[src/rtl/sim_watchdog_pkg.sv]
// Shared types and helpers for the simulation run supervisor.
// State encodings are fixed because the top level decodes state_o directly.
package sim_watchdog_pkg;

    localparam int WD_STATE_W = 3;

    typedef enum logic [WD_STATE_W-1:0] {
        WD_IDLE    = 3'd0,
        WD_RUN     = 3'd1,
        WD_DONE    = 3'd2,
        WD_TIMEOUT = 3'd3,
        WD_HANG    = 3'd4
    } wd_state_e;

`ifndef SYNTHESIS
    function automatic string wd_verdict_str(input logic [WD_STATE_W-1:0] state, input logic pass);
        string s;
        case (state)
            WD_DONE:    s = pass ? "DONE (pass)" : "DONE (fail)";
            WD_TIMEOUT: s = "TIMEOUT";
            WD_HANG:    s = "HANG";
            WD_RUN:     s = "RUN";
            default:    s = "IDLE";
        endcase
        return s;
    endfunction
`endif

endpackage

[src/rtl/sim_watchdog_if.sv]
// Status/handshake bundle between the dut side of the top level and the watchdog.
// The master drives the dut status pulses; the slave (watchdog) reports its verdict.
interface sim_watchdog_if
    import sim_watchdog_pkg::*;
#(
    parameter int CNT_W = 32
);
    logic                  start;
    logic                  heartbeat;
    logic                  done;
    logic                  pass;
    logic [WD_STATE_W-1:0] state_o;
    logic                  running;
    logic                  finished;
    logic                  result_pass;
    logic [CNT_W-1:0]      cycle_count;
    logic [CNT_W-1:0]      idle_count;

    modport master (
        output start, heartbeat, done, pass,
        input  state_o, running, finished, result_pass, cycle_count, idle_count
    );

    modport slave (
        input  start, heartbeat, done, pass,
        output state_o, running, finished, result_pass, cycle_count, idle_count
    );
endinterface

[src/rtl/wd_sat_counter.sv]
// Up-counter with synchronous clear (priority over increment) that sticks at all-ones.
module wd_sat_counter #(
    parameter int W = 32
) (
    input  logic         ck,
    input  logic         rst,
    input  logic         clr,
    input  logic         inc,
    output logic [W-1:0] q
);

    always_ff @(posedge ck or posedge rst) begin
        if (rst) begin
            q <= '0;
        end else if (clr) begin
            q <= '0;
        end else if (inc && (q != '1)) begin
            q <= q + W'(1);
        end
    end

endmodule

[src/rtl/sim_watchdog.sv]
// Run supervisor: times a RUN phase and settles on exactly one sticky verdict
// (DONE, TIMEOUT or HANG) from the dut's done/heartbeat pulses.
module sim_watchdog
    import sim_watchdog_pkg::*;
#(
    parameter int MAX_CYCLES    = 100000,
    parameter int IDLE_LIMIT    = 1000,
    parameter int CNT_W         = 32,
    parameter int FINISH_ON_END = 0
) (
    input  logic           ck,
    input  logic           rst,
    sim_watchdog_if.slave  bus
);

    localparam logic [WD_STATE_W-1:0] ST_IDLE    = WD_IDLE;
    localparam logic [WD_STATE_W-1:0] ST_RUN     = WD_RUN;
    localparam logic [WD_STATE_W-1:0] ST_DONE    = WD_DONE;
    localparam logic [WD_STATE_W-1:0] ST_TIMEOUT = WD_TIMEOUT;
    localparam logic [WD_STATE_W-1:0] ST_HANG    = WD_HANG;

    localparam logic [CNT_W-1:0] LAST_CYCLE = CNT_W'(MAX_CYCLES - 1);
    localparam logic [CNT_W-1:0] LAST_IDLE  = CNT_W'((IDLE_LIMIT == 0) ? 0 : IDLE_LIMIT - 1);
    localparam logic             HANG_EN    = (IDLE_LIMIT != 0);

    logic [WD_STATE_W-1:0] state_q, state_next;
    logic                  running_q, finished_q, pass_q, pass_next;
    logic [CNT_W-1:0]      cycle_q, idle_q;
    logic                  cyc_clr, cyc_inc, idl_clr, idl_inc;

    // Priority inside RUN: done, then budget, then hang. Counters only move
    // while staying in RUN, so they freeze at the values seen on exit.
    always_comb begin
        state_next = state_q;
        pass_next  = pass_q;
        cyc_clr    = 1'b0;
        cyc_inc    = 1'b0;
        idl_clr    = 1'b0;
        idl_inc    = 1'b0;
        case (state_q)
            ST_IDLE: begin
                if (bus.start) begin
                    state_next = ST_RUN;
                    cyc_clr    = 1'b1;
                    idl_clr    = 1'b1;
                end
            end
            ST_RUN: begin
                if (bus.done) begin
                    state_next = ST_DONE;
                    pass_next  = bus.pass;
                end else if (cycle_q == LAST_CYCLE) begin
                    state_next = ST_TIMEOUT;
                end else if (HANG_EN && !bus.heartbeat && (idle_q == LAST_IDLE)) begin
                    state_next = ST_HANG;
                end else begin
                    cyc_inc = 1'b1;
                    idl_clr = bus.heartbeat;
                    idl_inc = !bus.heartbeat;
                end
            end
            default: ;
        endcase
    end

    always_ff @(posedge ck or posedge rst) begin
        if (rst) begin
            state_q    <= ST_IDLE;
            running_q  <= 1'b0;
            finished_q <= 1'b0;
            pass_q     <= 1'b0;
        end else begin
            state_q    <= state_next;
            running_q  <= (state_next == ST_RUN);
            finished_q <= (state_next == ST_DONE) || (state_next == ST_TIMEOUT)
                          || (state_next == ST_HANG);
            pass_q     <= pass_next;
        end
    end

    wd_sat_counter #(.W(CNT_W)) u_cycle_cnt (
        .ck  (ck),
        .rst (rst),
        .clr (cyc_clr),
        .inc (cyc_inc),
        .q   (cycle_q)
    );

    wd_sat_counter #(.W(CNT_W)) u_idle_cnt (
        .ck  (ck),
        .rst (rst),
        .clr (idl_clr),
        .inc (idl_inc),
        .q   (idle_q)
    );

    assign bus.state_o     = state_q;
    assign bus.running     = running_q;
    assign bus.finished    = finished_q;
    assign bus.result_pass = pass_q;
    assign bus.cycle_count = cycle_q;
    assign bus.idle_count  = idle_q;

`ifndef SYNTHESIS
    generate
        if (FINISH_ON_END != 0) begin : g_finish
            logic reported;
            always @(posedge ck or posedge rst) begin
                if (rst) begin
                    reported <= 1'b0;
                end else if (finished_q && !reported) begin
                    reported <= 1'b1;
                    $display("sim_watchdog verdict: %s", wd_verdict_str(state_q, pass_q));
                    $finish;
                end
            end
        end
    endgenerate
`endif

endmodule

[src/flat_wrapper.sv]
// flat-port wrapper written by rule: the top's interface ports become plain ports
module sim_watchdog_flat import sim_watchdog_pkg::*;
#(
    parameter int MAX_CYCLES    = 100000,
    parameter int IDLE_LIMIT    = 1000,
    parameter int CNT_W         = 32,
    parameter int FINISH_ON_END = 0
)
  (ck, rst, bus_start, bus_heartbeat, bus_done, bus_pass, bus_state_o, bus_running, bus_finished, bus_result_pass, bus_cycle_count, bus_idle_count);
  sim_watchdog_if #(.CNT_W(CNT_W)) bus_i ();
  input  logic ck;
  input  logic rst;
  input wire logic [$bits(bus_i.start)-1:0] bus_start;
  input wire logic [$bits(bus_i.heartbeat)-1:0] bus_heartbeat;
  input wire logic [$bits(bus_i.done)-1:0] bus_done;
  input wire logic [$bits(bus_i.pass)-1:0] bus_pass;
  output wire logic [$bits(bus_i.state_o)-1:0] bus_state_o;
  output wire logic [$bits(bus_i.running)-1:0] bus_running;
  output wire logic [$bits(bus_i.finished)-1:0] bus_finished;
  output wire logic [$bits(bus_i.result_pass)-1:0] bus_result_pass;
  output wire logic [$bits(bus_i.cycle_count)-1:0] bus_cycle_count;
  output wire logic [$bits(bus_i.idle_count)-1:0] bus_idle_count;
  assign bus_i.start = bus_start;
  assign bus_i.heartbeat = bus_heartbeat;
  assign bus_i.done = bus_done;
  assign bus_i.pass = bus_pass;
  assign bus_state_o = bus_i.state_o;
  assign bus_running = bus_i.running;
  assign bus_finished = bus_i.finished;
  assign bus_result_pass = bus_i.result_pass;
  assign bus_cycle_count = bus_i.cycle_count;
  assign bus_idle_count = bus_i.idle_count;
  sim_watchdog #(.MAX_CYCLES(MAX_CYCLES), .IDLE_LIMIT(IDLE_LIMIT), .CNT_W(CNT_W), .FINISH_ON_END(FINISH_ON_END)) u_core (.ck(ck), .rst(rst), .bus(bus_i));
endmodule
[config.mk]
export PLATFORM = sky130hd
export DESIGN_NAME = sim_watchdog_flat
export DESIGN_NICKNAME = d
export VERILOG_FILES = /design/src/rtl/sim_watchdog_pkg.sv /design/src/rtl/sim_watchdog_if.sv /design/src/rtl/wd_sat_counter.sv /design/src/rtl/sim_watchdog.sv /design/src/flat_wrapper.sv
export SDC_FILE = /design/constraint.sdc
export NUM_CORES = 1
export LEC_CHECK = 0
export BUFFER_PORTS_ARGS = -buffer_cell sky130_fd_sc_hd__buf_2
export CAP_MARGIN = 20
export CORE_MARGIN = 1
export CORE_UTILIZATION = 56
export CTS_CLUSTER_DIAMETER = 120
export DETAILED_ROUTE_END_ITERATION = 8
export PLACE_DENSITY = 0.92
export RECOVER_POWER = 100
export SLEW_MARGIN = 20
export SYNTH_ARGS = -nofsm -noshare
export SYNTH_HDL_FRONTEND = slang
export SYNTH_HIERARCHICAL = 1
export SYNTH_SLANG_ARGS = --single-unit
[constraint.sdc]
create_clock -name ck -period 4.05 [get_ports ck]
set_clock_uncertainty 0.2 [all_clocks]
set_input_delay 0.405 -clock ck [delete_from_list [all_inputs] [get_ports ck]]
set_output_delay 0.405 -clock ck [all_outputs]
set_load 0.01 [all_outputs]
== Word-level counts from Yosys, hierarchy flattened ==
Cells that the tools add are included.
W data, S select, Z words.
Word-level totals
  bits in registers: 70
  bits in latches: 0
  bits in writable memories: 0
  ROM bits: 0
  input bits: 6
  output and inout bits: 70
  word-level logic and storage cells: 50
  memories: 0
Operators by class
  $add $sub $neg: 2
  $mul: 0
  divide/modulo/power cells: 0
  magnitude comparators: 0
  equal/unequal tests: 9
  shift operators: 0
  multiplexer cells: 23
  bitwise gates (word level): 0
  reduce and logical (&&, ||, !) cells: 10
Operators by type and width (number)
  $mux W32: 4
  $add A32 B1 Y32 const B: 2
  $ne A32 B32 Y1 const B: 2
  $eq A32 B10 Y1 const B: 1
  $eq A32 B17 Y1 const B: 1
  $mux W1: 13
  $mux W3: 4
  $eq A3 B1 Y1 const B: 2
  $eq A3 B2 Y1 const B: 2
  $pmux W3 S2: 1
  $reduce_bool A2 Y1: 2
  $eq A3 B3 Y1 const B: 1
  $logic_and A1 B1 Y1: 3
  $logic_not A3 Y1: 1
  $logic_or A1 B1 Y1: 2
  $pmux W1 S2: 1
  $reduce_and A2 Y1: 1
  $logic_not A1 Y1: 1

== Logic depth before layout (Yosys ltp) ==
Gate-level depths: netlist of run 1.
  depth after elaboration: 9
  gate-level depth with buffers: 10
  gate-level depth less buffers: 9

== Cells and area by module ==
Netlist of run 1, hierarchy kept.
By module, submodules not included
  wd_sat_counter: times used 2, cells an instance 186, area an instance 1740.4 µm²
  sim_watchdog: times used 1, cells an instance 56, area an instance 513.0 µm²

== Least setup slack after synthesis of run 1 ==
Ideal clock, no wire load.
  kind: register to register
  start point: reg u_core.u_cycle_cnt.q[16]
  end point: reg u_core.u_idle_cnt.q[19]
  setup time: 0.078 ns
  arrival time: 2.861 ns
  setup slack: 0.911 ns
  cell stages (with the launch flop): 11
  buffers on the path: 1
  cell sequence: dfrtp_1 > nor4b_1 > and4_1 > a21o_2 > nor4_1 > nand4_1 > nor3_1 > o311ai_1 > buf_2 > or4_1 > a21oi_1
On the way
  cells in the longest elaborated chain, start to end: 6
  elaborated cells on any way between the ends: 10
  classes of those cells: eq/ne: 1; mux: 7; reduce/logical: 2
RTL lines
  start, declared: RTL line wd_sat_counter.sv:9  | output logic [W-1:0] q
  start signal, assigned: RTL line wd_sat_counter.sv:18  | q <= q + W'(1);
  $eq A32 B17 Y1: RTL line sim_watchdog.sv:52  | end else if (cycle_q == LAST_CYCLE) begin
  $mux W1: RTL line sim_watchdog.sv:52
  $mux W1: RTL line sim_watchdog.sv:49  | if (bus.done) begin
  $mux W1: RTL line sim_watchdog.sv:40  | case (state_q)
  via u_core.idl_inc: RTL line sim_watchdog.sv:29  | logic cyc_clr, cyc_inc, idl_clr, idl_inc;
  $logic_and A1 B1 Y1: RTL line wd_sat_counter.sv:17  | end else if (inc && (q != '1)) begin
  $reduce_bool A2 Y1 (no source line)
  end signal, assigned: RTL line wd_sat_counter.sv:18
  end, declared: RTL line wd_sat_counter.sv:9
The timed path passes the listed nets, and every way through them passes these cells.
A chain may end at the register's enable or synchronous reset.

== Worst setup path in the final report of run 1 ==
  start point: reg u_core.u_cycle_cnt.q[16]
  end point: reg u_core.u_idle_cnt.q[31]
The elaborated chain is that of the path after synthesis.

==> flow_metrics.py, run 1 <==
metrics = {
    "global_route": {
        "grt_first_pass_wirelength_um": 16370,
        "grt.total_usage_pct": 27.80,
        "grt_antenna_before_repair": 0,
        "use_met2_pct": 47.04,
        "use_met1_pct": 35.52,
        "gr-total-overflow": 0,
        "met3_usage_pct": 4.095,
        "grt.busiest_layer": "met2",
        "grt_max_degree": 33,
        "grt_pass1_vias": 3492,
    },
    "final_layout": {
        "layout.cells.non_filler": 606,
        "nNetsFinal": 515,
        "antennaDiodeCount": 0,
        "drive_above_1_share_pct": 5.882,
        "fin_area_sq_um": 4518,
        "area_delta_synth_final_pct": 13.13,
    },
    "synth": {
        "ys_seq_area_share_pct": 43.86,
        "yosysWarnings": 6,
        "ys_seq_elements": 70,
        "yosys.area_share.adder_pct": 0.6266,
        "synth_compound_gate_area_share_pct": 21.27,
        "synth_top_family_by_area": "simple AND/OR/NAND/NOR gates",
        "ys_types": 48,
        "avgSynthCellArea_sq_um": 9.331,
        "synth-async-reset-ratio_pct": 100.0,
        "synth_edf_count": 0,
        "synth_cells": 428,
        "synth-xor-area-share_pct": 1.316,
        "syn_nets": 436,
        "ys.flop_type": "dfrtp_1",
        "synthesis.area_sq_um": 3994,
        "synthSimpleGateAreaFrac_pct": 28.70,
        "synthMuxAreaShare_pct": 0.7832,
    },
    "placed_design": {
        "hpwlAfterDp_um": 6922,
        "placed_area_sq_um": 4463,
        "port_buffers": 75,
        "dpl.cell_count": 591,
        "gp_congestion": 0.8132,
    },
    "clocking": {
        "tritoncts": "done",
        "clock_path_buffers": 2,
        "cts_inserted_buffers": 9,
        "cts_sinks": 70,
        "post-cts-setup-buffers": 0,
        "worstSkewPairLatency_ns": 0.35,
        "htreeDepth": 3,
        "clkTransAtPathRegs_ns": 0.07,
        "clockRootBuffer": "clkbuf_8",
    },
    "critical_path": {
        "r2r_start": "u_core/u_cycle_cnt/q[16]",
        "worstSetupPathType": "register to register",
        "cp.required_ns": 4.10,
        "critPathArrivalTime_ns": 3.78,
        "cp-startpoint": "u_core/u_cycle_cnt/q[16]",
        "reg2reg_depth": 10,
        "r2r_slack_ns": 0.32,
        "critical_path.startpoint_type": "register",
        "endpoint": "u_core/u_idle_cnt/q[31]",
        "cp_max_fo": 15,
        "cp-end-kind": "register",
        "worst_r2r_endpoint": "u_core/u_idle_cnt/q[31]",
    },
    "floorplan": {
        "start_util_pct": 58.46,
        "die_x_um": 86.45,
        "die_area_sq_um": 7474,
        "core_sq_um": 6832,
        "fp.dieH_um": 86.45,
        "rows": 30,
        "io_pins": 76,
    },
    "min_path": {
        "hold_class": "input pin to register",
    },
    "detailed_routing": {
        "drt_iter0_markers": 316,
        "ant_nets": 0,
        "totalWireLength_um": 10130,
        "drc": 0,
        "wl_per_cell_um": 16.72,
        "dr.pass1.iters": 5,
        "routed_via_density": 6.535,
        "vias": 3960,
    },
    "timing": {
        "tns_ns": 0,
        "worstMarginPinSlew_ns": 1.808,
        "slew_viol_final": 66,
        "rsz0062_at_grt": "false",
        "setup_viol": 0,
        "fin_crit_ns": 3.729,
        "max_freq_mhz": 268.2,
        "fin_crit_sh_pct": 92.06,
        "max-slew-margin-rel_pct": -20.50,
        "hold_viol": 0,
    },
    "power": {
        "power_w": 0.001309,
        "p_leak_nw": 1.752,
        "peakVddDrop_mv": 0.1602,
        "powerDensity_nw_per_um2": 289.7,
    },
    "run_status": {
        "violations": "capacitance limit, slew limit",
        "run_status": "complete, but fails checks",
    },
    "job": {
        "maxCapViolations": 2,
    },
}
-- critical path, cell delays in order (launching register included) --
cell      delay [ns]
dfrtp_1         0.44
nor4b_1         0.17
and4_1          0.24
a21o_2          0.23
nor4_1          0.54
nand4_1         0.34
nor3_1          0.31
o311ai_1        0.14
clkbuf_1        0.29
or4_1           0.56
a21oi_1         0.17
-- sequential cells by signal, summed over array words and instances, names as in the netlist --
signal / cells
u_core/bus.running: 1
u_core/bus.finished: 1
u_core/bus.result_pass: 1
u_core/bus.state_o: 3
u_core/u_cycle_cnt/q: 32
u_core/u_idle_cnt/q: 32
-- routing by layer --
metal / share of wire, % / wire [um]
met5: 0 / 0
met4: 1.7 / 168
met1: 42 / 4227
met2: 50 / 5041
met3: 6.9 / 695
-- worst min path at each step --
stage                             endpoint  slack [ns]  cells past startpoint     start
CTS                 u_core/bus.result_pass        0.07                      2  bus_pass
global placement    u_core/bus.result_pass        0.14                      2       rst
global route        u_core/bus.result_pass        0.09                      2  bus_pass
floorplan              u_core/bus.finished      -0.004                      1       rst
detailed placement      u_core/bus.running        0.16                      2       rst
finish              u_core/bus.result_pass        0.08                      2  bus_pass
-- stage by stage --
stage	utilization [%]	hold WS, ns	worst slack (ns)
final	66.14	0.08388	0.3214
after global routing	66.14	0.08773	0.1377
after CTS	68.30	0.07098	0.4928
after detailed placement	65.33	0.1571	0.5094
after global placement	65.33	0.1441	0.6773
after floorplan	-	-0.004041	0.9106
-- cells in the final DEF (no fill, tap or decap), drive strengths merged, types with 4 or more instances in the layout --
| cell type | count |
|---|---|
| buf | 6 |
| nor2 | 14 |
| nand3 | 21 |
| or4 | 31 |
| and3 | 6 |
| a21oi | 58 |
| and4 | 9 |
| nor3 | 4 |
| or3 | 26 |
| nand4 | 16 |
| o311ai | 4 |
| o41ai | 4 |
| dfrtp | 70 |
| o31ai | 30 |
| clkbuf | 88 |
| nor4 | 17 |
| inv | 19 |
| xnor2 | 4 |
| o21ai | 27 |
| nand2 | 27 |
-- cells by family after synthesis --
logic type / Yosys count
AND/OR/NAND/NOR: 180
AO/OA/AOI/OAI: 135
flip-flops: 70
buffers and inverters: 32
XOR/XNOR: 6
multiplexers: 3
adder cells (fa/ha/maj): 2
-- what timing repair did --
| item | CTS | global route |
|---|---|---|
| hold buffers | 1 | 0 |
| endpoints found under the hold margin | 70 | 0 |
| resized for setup | 0 | 0 |
-- cells in the mapped netlist (4+ instances only) --
library cell,n,area [sq um]
and4_1,9,78.83
or3_1,24,150.1
nand4_1,14,87.58
nor2_1,14,52.55
clkbuf_1,9,33.78
nor4_1,16,100.1
or4_1,29,217.7
xnor2_1,4,35.03
nand3_1,21,105.1
nand2_1,27,101.4
inv_1,19,71.32
and3_1,6,37.54
a21oi_1,57,285.3
o31ai_1,30,225.2
dfrtp_1,70,1752
o21ai_0,26,130.1
nor3_1,4,20.02
-- final cells by class --
cell class,instances,area [sq um]
clock buffers,14,192.7
multi-input cells,326,2059
repair buffers,81,322.8
inverters,19,71.32
fillers,614,2313
flip-flops and latches,70,1752
well taps,96,120.1
-- power breakdown --
group | leakage (nW) | switching (W) | internal, W
Clock | 0.101 | 0.000248 | 0.000300
Sequential | 0.932 | 0.0000133 | 0.000706
Combinational | 0.720 | 0.0000294 | 0.0000126
Total | 1.75 | 0.000291 | 0.00102
Note: power is estimated with default switching activity, not from simulation.
==> inputs of run 2 (changes only) <==
--- a/config.mk
+++ b/config.mk
@@ -5,10 +5,11 @@
 export SDC_FILE = /design/constraint.sdc
 export NUM_CORES = 1
 export LEC_CHECK = 0
+export ABC_AREA = 1
 export BUFFER_PORTS_ARGS = -buffer_cell sky130_fd_sc_hd__buf_2
 export CAP_MARGIN = 20
 export CORE_MARGIN = 1
-export CORE_UTILIZATION = 56
+export CORE_UTILIZATION = 58
 export CTS_CLUSTER_DIAMETER = 120
 export DETAILED_ROUTE_END_ITERATION = 8
 export PLACE_DENSITY = 0.92
==> constraint.sdc (replaced) <==
create_clock -name ck -period 3.7 [get_ports ck]
set_clock_uncertainty 0.2 [all_clocks]
set_input_delay 0.37 -clock ck [delete_from_list [all_inputs] [get_ports ck]]
set_output_delay 0.37 -clock ck [all_outputs]
set_load 0.01 [all_outputs]
==> run 2 against run 1 <==
The flow still finishes with violations (capacitance limit, slew limit). Sequential cell count unchanged. Combinational power up 130%. Worst hold slack worse by 0.048 ns. Global-route usage up 2.5 points. Worst setup slack better by 0.35 ns. Register-to-register slack better by 0.35 ns. Utilization up 0.14 points. Clock power up 22%. Sequential power up 12%. Sequential share of layout area down 8.3 points. Maximum frequency up 23%. Final cell count up 71%. Largest cell class unchanged.
==> flow_metrics.py, run 2 <==
metrics = {
    "run_status": {
        "run_status": "complete, but fails checks",
        "violations": "capacitance limit, slew limit",
    },
    "clocking": {
        "tritoncts": "done",
        "post-cts-setup-buffers": 0,
        "worstSkewPairLatency_ns": 0.35,
        "cts_inserted_buffers": 9,
        "clkTransAtPathRegs_ns": 0.08,
        "hold_buffers": 1,
        "cts_sinks": 70,
        "post_cts_resized": 0,
        "clock_path_buffers": 2,
        "htreeDepth": 3,
        "clockRootBuffer": "clkbuf_8",
    },
    "floorplan": {
        "start_util_pct": 59.85,
        "die_area_sq_um": 9337,
        "io_pins": 76,
        "rows": 34,
        "core_sq_um": 8678,
        "die_x_um": 96.63,
        "fp.dieH_um": 96.63,
    },
    "timing": {
        "rsz0062_at_grt": "false",
        "setup_viol": 0,
        "hold_viol": 0,
        "max-slew-margin-rel_pct": -17.86,
        "max_freq_mhz": 330.1,
        "fin_crit_sh_pct": 81.88,
        "fin_crit_ns": 3.030,
        "slew_viol_final": 66,
        "tns_ns": 0,
        "worstMarginPinSlew_ns": 1.768,
    },
    "final_layout": {
        "antennaDiodeCount": 0,
        "area_delta_synth_final_pct": 10.74,
        "final_cell_mix": "nand2_1, nor2_1, inv_1",
        "nNetsFinal": 932,
        "finish.utilization_pct": 66.28,
        "drive_above_1_share_pct": 6.243,
        "final_common_cell": "nand2_1",
        "n_fill_cell": 824,
    },
    "detailed_routing": {
        "vias": 5637,
        "wl_per_cell_um": 13.35,
        "drt_iter0_markers": 389,
        "totalWireLength_um": 13840,
        "drc": 0,
        "dr.pass1.iters": 6,
        "ant_nets": 0,
        "routed_via_density": 5.436,
    },
    "critical_path": {
        "cp-end-kind": "register",
        "reg2reg_depth": 16,
        "critical_path.startpoint_type": "register",
        "worstSetupPathType": "register to register",
        "critPathArrivalTime_ns": 3.12,
        "cp.required_ns": 3.79,
        "cp_max_fo": 26,
    },
    "synth": {
        "netlist_top_cells_count": "nand2_1, nor2_1, inv_1",
        "avgSynthCellArea_sq_um": 6.146,
        "synth_area_leader_cell": "dfrtp_1",
        "synth_top_area_share_pct": 33.73,
        "ys_seq_elements": 70,
        "synth_cells": 845,
        "ys.flop_type": "dfrtp_1",
        "synthTopCellsByArea": "dfrtp_1, nand2_1, nor2_1",
        "synth-async-reset-ratio_pct": 100.0,
        "synthMostInstantiatedCell": "nand2_1",
        "synth_edf_count": 0,
        "syn_nets": 853,
        "ys_types": 32,
        "yosysWarnings": 6,
        "synthesis.area_sq_um": 5194,
        "ys_seq_area_share_pct": 33.73,
    },
    "global_route": {
        "gr-total-overflow": 0,
        "grt_max_degree": 33,
        "grt_pass1_vias": 5186,
        "grt_antenna_before_repair": 0,
        "grt_first_pass_wirelength_um": 23410,
        "grt.total_usage_pct": 30.29,
    },
    "min_path": {
        "hold_depth": 2,
        "hold_class": "input pin to register",
    },
    "placed_design": {
        "hpwlAfterDp_um": 9890,
        "gp_congestion": 0.9250,
        "port_buffers": 75,
    },
    "power": {
        "p_leak_nw": 2.855,
        "peakVddDrop_mv": 0.1817,
        "powerDensity_nw_per_um2": 273.8,
    },
    "job": {
        "maxCapViolations": 2,
    },
}
## run 2: cell count changes in the layout (fill, tap and decap cells not counted), moves of 9 or more
cell / delta
nand3_1: +42
nor4_1: -17
nand2_1: +294
inv_1: +79
a21oi_1: -51
or4_1: -30
o31ai_1: -30
nor2_1: +136
or3_1: -26
and4_1: -9
## run 2: final timing paths
kind,from,endpoint,slack [ns]
max,u_core/u_cycle_cnt/q[2],u_core/u_idle_cnt/q[26],0.67
min,bus_pass,u_core/bus.result_pass,0.04
max reg2reg,u_core/u_cycle_cnt/q[2],u_core/u_idle_cnt/q[26],0.67
min reg2reg,u_core/bus.result_pass,u_core/bus.result_pass,0.31
max in group asynchronous,rst,u_core/u_idle_cnt/q[30],1.25
min in group asynchronous,rst,u_core/bus.state_o[1],0.32
## run 2: cell type report
cell class	count	area (sq um)	area share, %
Clock buffer	12	165.2	2.871
Clock inverter	4	53.80	0.9354
Inverter	103	386.6	6.722
Multi-Input combinational cell	656	2910	50.60
Sequential cell	70	1752	30.45
Tap cell	108	135.1	2.349
Timing Repair Buffer	84	349.1	6.069
## run 2: power breakdown
group	leakage, nW	internal, W	switching (W)
Combinational	1.83	0.0000313	0.0000663
Sequential	0.917	0.000780	0.0000270
Clock	0.105	0.000368	0.000302
## run 2: kinds of logic (layout without fill, tap and decap cells)
logic type	after synthesis	in the layout	share of synthesized area, %
AO/OA/AOI/OAI	47	47	5.228
XOR/XNOR	8	8	1.349
buffers and inverters	119	203	9.468
adder cells (fa/ha/maj)	2	2	0.4817
multiplexers	1	1	0.2168
flip-flops	70	70	33.73
AND/OR/NAND/NOR	598	598	49.53
## run 2: stage by stage
stage	area, sq um	power, W	cells	hold WS, ns	worst slack, ns
2_1_floorplan	5194	0.0008841	845	-0.03904	1.512
3_3_place_gp	5659	0.0009213	1020	0.1083	0.9507
3_5_place_dp	5659	0.0009252	1020	0.1149	0.8644
4_1_cts	5888	0.001593	1037	0.03518	0.8340
5_1_grt	5752	0.001632	1037	0.05739	0.3450
6_report	5752	0.001575	1037	0.03546	0.6704
## run 2: per-layer routing
layer / vias up / part of all wire (%) / wire, um / track usage, %
met5: - / 0 / 0 / 0
met3: 46 / 7.3 / 1012 / 4.408
met4: 0 / 3.1 / 425 / 12.74
met1: 2564 / 40 / 5576 / 38.20
met2: 267 / 49 / 6828 / 51.84
li1: 2760 / - / - / -
## run 2: critical path, stage by stage, from the launching register on
cell and delay (ns):
dfrtp_1 0.46, nand2_1 0.07, inv_1 0.05, nand2_1 0.06, nor2_1 0.15, nand2_1 0.09
nor2_1 0.23, nor2_1 0.10, nand3_1 0.12, o21bai_1 0.07, buf_4 0.18, clkinv_1 0.05
buf_4 0.29, nand2_4 0.19, inv_2 0.37, nand2_1 0.14, nand2_1 0.11
==> inputs of run 3 (changes only) <==
==> constraint.sdc (replaced) <==
create_clock -name ck -period 3 [get_ports ck]
set_clock_uncertainty 0.2 [all_clocks]
set_input_delay 0.3 -clock ck [delete_from_list [all_inputs] [get_ports ck]]
set_output_delay 0.3 -clock ck [all_outputs]
set_load 0.01 [all_outputs]
==> run 3 against run 2 <==
The run still ends with capacitance limit, slew limit left. Sequential share of layout area about the same. Clock power increased by 19%. Count of clock-buffer cells in the layout decreased by 2. Combinational power grew 24%. Non-clock buffer count rose by 2. Critical path type unchanged.
==> flow_metrics.py, run 3 (synthesized netlist as in run 2, its figures left out) <==
metrics = {
    "clocking": {
        "clkTransAtPathRegs_ns": 0.08,
        "htreeDepth": 3,
        "tritoncts": "done",
        "clockRootBuffer": "clkbuf_8",
        "cts_sinks": 70,
        "worstSkewPairLatency_ns": 0.36,
        "cts_inserted_buffers": 9,
        "clock_path_buffers": 2,
    },
    "detailed_routing": {
        "dr.pass1.iters": 7,
        "routed_via_density": 5.408,
        "vias": 5619,
        "totalWireLength_um": 13790,
        "wl_per_cell_um": 13.27,
        "drc": 0,
        "drt_iter0_markers": 360,
        "ant_nets": 0,
    },
    "placed_design": {
        "gp_congestion": 0.9564,
        "placed_area_sq_um": 5667,
        "port_buffers": 75,
        "hpwlAfterDp_um": 9872,
        "dpl.cell_count": 1021,
    },
    "floorplan": {
        "start_util_pct": 59.85,
        "fp.dieH_um": 96.63,
        "die_x_um": 96.63,
        "die_area_sq_um": 9337,
        "io_pins": 76,
        "core_sq_um": 8678,
        "rows": 34,
    },
    "timing": {
        "max_freq_mhz": 389.6,
        "max-slew-margin-rel_pct": -22.04,
        "rsz0062_at_grt": "false",
        "hold_viol": 0,
        "tns_ns": 0,
        "worstMarginPinSlew_ns": 1.831,
        "hold_ws_ns": 0.1115,
        "fin_crit_ns": 2.567,
        "slew_viol_final": 66,
        "fin_crit_sh_pct": 85.56,
        "setup_viol": 0,
    },
    "power": {
        "peakVddDrop_mv": 0.2704,
        "powerDensity_nw_per_um2": 332.2,
        "p_leak_nw": 2.862,
    },
    "job": {
        "maxCapViolations": 2,
    },
    "critical_path": {
        "worstSetupPathType": "register to register",
        "cp.required_ns": 3.10,
        "critPathArrivalTime_ns": 2.66,
        "critical_path.startpoint_type": "register",
        "cp-end-kind": "register",
        "cp_max_fo": 21,
    },
    "final_layout": {
        "nNetsFinal": 934,
        "fin_area_sq_um": 5759,
        "area_delta_synth_final_pct": 10.89,
        "drive_above_1_share_pct": 6.660,
        "layout.cells.non_filler": 1039,
        "antennaDiodeCount": 0,
        "final_cell_mix": "nand2_1, nor2_1, inv_1",
        "final_common_cell": "nand2_1",
    },
    "run_status": {
        "violations": "capacitance limit, slew limit",
        "run_status": "complete, but fails checks",
    },
    "global_route": {
        "grt_first_pass_wirelength_um": 23050,
        "grt_antenna_before_repair": 0,
        "grt.total_usage_pct": 30.00,
        "gr-total-overflow": 0,
        "grt_max_degree": 33,
        "grt_pass1_vias": 5148,
    },
    "min_path": {
        "hold_class": "input pin to register",
    },
}
## run 3: power breakdown
part	total, W	internal (W)	switching [W]
Sequential	0.000993	0.000962	0.0000316
Combinational	0.000121	0.0000398	0.0000812
Clock	0.000799	0.000411	0.000388
## run 3: stage by stage
step	worst slack [ns]	total power, W	utilization [%]
3_5_place_dp	0.3188	0.001139	65.30
5_1_grt	0.1140	0.001986	66.36
2_1_floorplan	0.8123	0.001090	-
3_3_place_gp	0.4439	0.001136	65.30
6_report	0.4333	0.001913	66.36
4_1_cts	0.3350	0.001936	67.89
## run 3: what timing repair did
action                                  in CTS  in global routing
hold buffers                                 2                  0
endpoints found under the setup margin       0                  6
buffers inserted                             0                  0
resized for setup                            0                  1
endpoints found under the hold margin       71                  0
## run 3: final cells by class
class                           instances  area (sq um)
Clock buffer                           10         137.6
Inverter                              103         386.6
Sequential cell                        70          1752
Clock inverter                          6         67.56
Tap cell                              108         135.1
Multi-Input combinational cell        656          2919
Fill cell                             845          2919
Timing Repair Buffer                   86         361.6
## run 3: metal layers
| layer | part of all wire (%) | vias to the layer above | GRT usage, % |
|---|---|---|---|
| met2 | 50 | 236 | 52.82 |
| met3 | 7.3 | 29 | 5.780 |
| li1 | - | 2777 | - |
| met1 | 41 | 2577 | 36.41 |
| met4 | 2.1 | 0 | 10.68 |
| met5 | 0 | - | 0 |
## run 3: worst paths after layout
path / startpoint / endpoint / slack [ns] / depth (start not counted)
hold reg to reg: u_core/bus.result_pass / u_core/bus.result_pass / 0.30 / 1
hold / removal: bus_done / u_core/bus.result_pass / 0.11 / 3
setup reg to reg: u_core/u_idle_cnt/q[13] / u_core/u_cycle_cnt/q[27] / 0.43 / 12
max in group asynchronous: rst / u_core/u_idle_cnt/q[26] / 0.58 / 4
min in group asynchronous: rst / u_core/bus.state_o[0] / 0.24 / 3
setup / recovery: u_core/u_idle_cnt/q[13] / u_core/u_cycle_cnt/q[27] / 0.43 / 12
## run 3: worst max-delay path, stage by stage (launching register included)
cell and delay [ns]:
dfrtp_1 0.46, nor2_1 0.12, and2_0 0.14, nand2_1 0.07, nor2_1 0.20, nand2_1 0.13, nor2_1 0.18, nor2_1 0.12
nand2_4 0.14, nand2_4 0.16, inv_2 0.37, nand2_1 0.11, nand2_1 0.09
